**src/rtl/regfile_write_port.sv**
```systemverilog
// regfile_write_port: write side of the 32-entry register file with a pending-write stage and a bulk-clear engine
module regfile_write_port #(
  parameter int DATA_WIDTH = 32,
  parameter int NUM_REGS = 32,
  parameter int ZERO_REG = 31
) (
  input  logic                           clk,
  input  logic                           reset,
  input  logic                           wr_valid,
  output logic                           wr_ready,
  input  logic [4:0]                     wr_addr,
  input  logic [DATA_WIDTH-1:0]          wr_data,
  input  logic                           clear_req,
  output logic                           busy,
  output logic                           clear_done,
  output logic                           pend_valid,
  output logic [4:0]                     pend_addr,
  output logic [DATA_WIDTH-1:0]          pend_data,
  output logic [NUM_REGS*DATA_WIDTH-1:0] regs_out
);
  typedef enum logic [1:0] {IDLE, CLEAR, DONE} state_t;
  state_t state, state_nx;
  logic [4:0] idx, idx_nx;
  logic accept;
  // clear sequencing: IDLE -> CLEAR sweeps regs 0..NUM_REGS-2 -> DONE pulse -> IDLE
  always_comb begin
    state_nx = (state == IDLE) ? (clear_req ? CLEAR : IDLE) :
               (state == CLEAR) ? ((idx == 5'(NUM_REGS-2)) ? DONE : CLEAR) : IDLE;
    idx_nx = (state == CLEAR) ? idx + 5'd1 : '0;
    wr_ready = (state == IDLE) && !clear_req;
    busy = (state != IDLE);
    clear_done = (state == DONE);
    accept = wr_valid && wr_ready;
  end
  // state and sweep index registers
  always_ff @(posedge clk) begin
    if (reset) begin
      state <= IDLE;
      idx <= '0;
    end else begin
      state <= state_nx;
      idx <= idx_nx;
    end
  end
  // capture stage: accepted writes to the zero register are swallowed here
  always_ff @(posedge clk) begin
    if (reset) begin
      pend_valid <= 1'b0;
      pend_addr <= '0;
      pend_data <= '0;
    end else begin
      pend_valid <= accept && (wr_addr != 5'(ZERO_REG));
      if (accept && (wr_addr != 5'(ZERO_REG))) begin
        pend_addr <= wr_addr;
        pend_data <= wr_data;
      end
    end
  end
  for (genvar k = 0; k < NUM_REGS; k++) begin : g_regs
    if (k == ZERO_REG) begin : g_zero
      assign regs_out[k*DATA_WIDTH +: DATA_WIDTH] = '0;
    end else begin : g_reg
      logic [DATA_WIDTH-1:0] r;
      // commit stage: one-hot decode of the pending address, clear sweep takes priority
      always_ff @(posedge clk) begin
        if (reset || (state == CLEAR && idx == 5'(k))) r <= '0;
        else if (pend_valid && pend_addr == 5'(k)) r <= pend_data;
      end
      assign regs_out[k*DATA_WIDTH +: DATA_WIDTH] = r;
    end
  end
endmodule

```
**config.mk**
```make
export PLATFORM = sky130hd
export DESIGN_NAME = regfile_write_port
export DESIGN_NICKNAME = d
export VERILOG_FILES = /design/src/rtl/regfile_write_port.sv
export SDC_FILE = /design/constraint.sdc
export NUM_CORES = 2
export LEC_CHECK = 0
export CORE_AREA = 2 2 428 430
export DETAILED_ROUTE_END_ITERATION = 6
export DIE_AREA = 0 0 430 432
export GPL_TIMING_DRIVEN = 0
export SLEW_MARGIN = 20
export SYNTH_ARGS = -nofsm -noshare
export SYNTH_HDL_FRONTEND = slang
export SYNTH_SLANG_ARGS = --single-unit
```
**constraint.sdc**
```tcl
create_clock -name clk -period 1.9 [get_ports clk]
set_input_delay 0.38 -clock clk [delete_from_list [all_inputs] [get_ports clk]]
set_output_delay 0.38 -clock clk [all_outputs]
set_load 0.02 [all_outputs]
```
==> metrics.md <==
| Metric | Value |
|---|---|
| Status | complete, but fails checks |
| Failing checks | setup timing |
| Warnings, synthesis | 0 |
| 1st-pass router iterations | 7 |
| IO buf count | roughly 1,100 |
| Mapped Cells | 4,909 |
| Post-layout util | 33.1% |
| Required time of the critical path | 1.52 ns |
| Overflow after GRT | 0 |
| Hold Path Sink | pend_data[24] |
| Layout cells sized above 1 | 25.2% |
| Global-route wire length before repair | roughly 380,000 µm |
| Hold Path Class | input port to flip-flop |
| Clock H-tree levels | 3 |
| Primary FF master, synth | dfxtp_1 |
| Root Buffer | clkbuf_16 |
| Routed WL per cell | 33.4 µm |
| Fillers | 19,200 |
| Via-per-instance ratio | 5.44 |
| Fmax | ~0.47 GHz |
| Kind of critical path | flip-flop to primary output |
| Final Wtd Congestion | between 0.9 and 1 |
| Final hold violations | 0 |
| Synthesized flop and latch total | 1,037 |
| Reg-to-Reg Start | state[0] |
| Die height | 432 µm |
| Final setup fails | between 100 and 150 |
| Synth area leader | dfxtp_1 |
| Starting DRT DRC Count | slightly below 6,000 |
| Mapped Area | around 40,000 µm² |
| Slew Viols, Final | 0 |
| FF-to-FF path depth | 7 |
| Synth unique cells | 45 |
| # rows | between 150 and 200 |
| Pleak | 29.3 nW |
| Synth top area share | approximately half |
| CP Launch Type | flip-flop |
| Synth area leaders | dfxtp_1 52%, nand3_1 12%, a21oi_1 12% |
| RSZ-0062 raised after global routing | yes |
| Die area | 186,000 µm² |
| Vias in the first global route | 42,800 |
| Clk_skew | 0.0500 ns |
| Post-DP HPWL | 216,000 µm |
| Area Overhead vs Synth | 50.0% |
| Pwr Total | 49.0 mW |
| Sink Count | 1,037 |
| Seq/Total Area, Yosys | 51.8% |
| Number of routed nets with antenna violations | 0 |
| Max clock buf depth | 3 |
| Synth Area per Inst | 8.16 µm² |
| Peak VDD IR | 714 µV |
| Final setup margin | -0.212 ns |
| Die X | 430 µm |
| Final WL | 292,000 µm |
| MaxCap Viol Count | 0 |
| Final nets | 6,295 |
| Crit-path max FO | 4 |
| Total track usage | a little under 30% |
| Post-synth EDFFs | 0 |
| Vias after detailed routing | 47,600 |
| Worst Hold Depth | 3 |
| Crit end category | primary output |
| Worst skew pair latency | 0.80 ns |
| Number of antenna violations at the first check in global routing | 38 |
| Pwr dens | 815 nW/µm² |
| R2r endpoint | pend_data[18] |
| Core ar. | 182,000 µm² |
| DRC Markers | 0 |
| Fin crit share | 111% |
| Starting Density | approximately 22% |
| IO Count | 1,106 |
| Slew @ Worst Pin | 1.26 ns |
| Hold path start | wr_data[24] |
| Min cycle time layout | 2.11 ns |
| CTS Buf Count | 117 |
| Pin count of the biggest net entering global routing | 17 |
| Slew Limit Headroom | 16.1% |
| CTS tree | yes |
| Reg clk slew, reported paths | 0.06 ns |
| Asr flop ratio synth | 0% |
| R2r setup slk | -0.16 ns |
| Hold buffers post-CTS | 0 |
| WP data arrival | 1.73 ns |
[area by class of cell]
cell class / count / area [µm²] / area share (%)
Inverter: 6 / 25.0 / 0.0416
Clock buffer: 167 / 3370 / 5.60
Clock inverter: 42 / 439 / 0.731
Sequential cell: 1037 / 20900 / 34.8
Tap cell: 2385 / 2980 / 4.96
Antenna cell: 17 / 42.5 / 0.0708
Buffer: 672 / 4370 / 7.28
Multi-Input combinational cell: 3216 / 16900 / 28.0
Timing Repair Buffer: 1198 / 11100 / 18.5
[synth_stat cells (2+ instances only)]
master / n
nand2b_1: 4
buf_2: 175
and4bb_2: 6
buf_1: 29
nand2_1: 74
ha_1: 6
o21ai_0: 900
a31o_2: 7
buf_8: 2
o21ai_1: 104
and3_1: 2
nor3_1: 2
a21o_1: 11
clkbuf_1: 429
nand4bb_1: 3
buf_4: 39
buf_6: 4
clkbuf_2: 3
dfxtp_1: 1037
nor2_1: 9
nand4b_1: 6
inv_1: 6
nor2b_1: 5
mux2i_1: 36
a21oi_1: 992
nand3_1: 995
and2_1: 2
or2_2: 2
and4b_1: 3
[worst max-delay path, cell delays in order, from the launching register on]
cell and delay, ns:
dfxtp_2 0.33, buf_6 0.12, or2_4 0.27, nor2_4 0.10, buf_8 0.14
[how the worst max path moves through the flow]
stage,end,startpoint,cells past startpoint
finish,wr_ready,state[1],4
global route,wr_ready,state[1],4
CTS,wr_ready,state[0],4
detailed placement,g_regs[24].g_reg.r[28],pend_addr[0],6
global placement,g_regs[13].g_reg.r[15],reset,6
floorplan,g_regs[16].g_reg.r[13],pend_valid,6
[stage by stage]
step	TNS, ns	setup slack [ns]	hold WS (ns)	area [µm²]	cells
after global placement	-1131.50	-1.93	0.462	53900	8398
after floorplan	0	0.189	0.460	40200	4940
after global routing	-12.15	-0.287	0.122	60100	8725
after detailed placement	-1009.64	-1.64	0.466	54400	8416
final	-7.25	-0.212	0.144	60100	8740
after CTS	-343.17	-0.327	0.0546	58600	8646
[layout by cell type, fill, tap and decap left out, types with 22 or more instances in the layout]
cell             instances
o21ai_1                146
o21ai_0                822
clkdlybuf4s15_2         59
clkdlybuf4s15_1         34
conb_1                  32
clkbuf_4                97
buf_4                  149
buf_2                   84
clkdlybuf4s50_1         40
clkinv_2                22
clkbuf_2               750
mux2i_1                 35
clkbuf_8                23
clkbuf_1               102
buf_12                  38
o21ai_2                 24
a21oi_1                987
nand2_1                 72
dfxtp_1                985
clkbuf_16              127
dlymetal6s2s_1         441
dfxtp_4                 39
buf_6                   61
nand3_1                995
[what timing repair did]
item | in CTS | in global routing
setup endpoints to repair | 2034 | 1994
gates resized for setup | 1027 | 2412
pin swaps | 9 | 23
setup buffers | 21 | 77
cloned | 0 | 9
[sequential cells by signal, indices dropped and copies added (netlist names)]
signal	count
idx	5
pend_data	32
g_regs.g_reg.r	992
state	2
pend_valid	1
pend_addr	5
[power by group]
group          internal (mW)  switching (mW)
Sequential              21.8           0.161
Clock                   13.0            10.2
Combinational          0.968            2.92
Total                   35.7            13.3
[layer usage]
layer	routed length (µm)	GRT usage, %
met1	110000	34.8
met5	250	0
met3	28200	8.32
met4	22900	18.2
met2	130000	47.0
[cells by family after synthesis]
group / Yosys count / synth area share (%)
other: 1 / 0.00936
XOR/XNOR: 2 / 0.0437
AO/OA/AOI/OAI: 2018 / 25.4
flip-flops: 1037 / 51.8
adder cells (fa/ha/maj): 6 / 0.187
multiplexers: 36 / 0.899
AND/OR/NAND/NOR: 1122 / 14.2
buffers and inverters: 687 / 7.49
No activity file was read; power rests on OpenSTA's default activity.
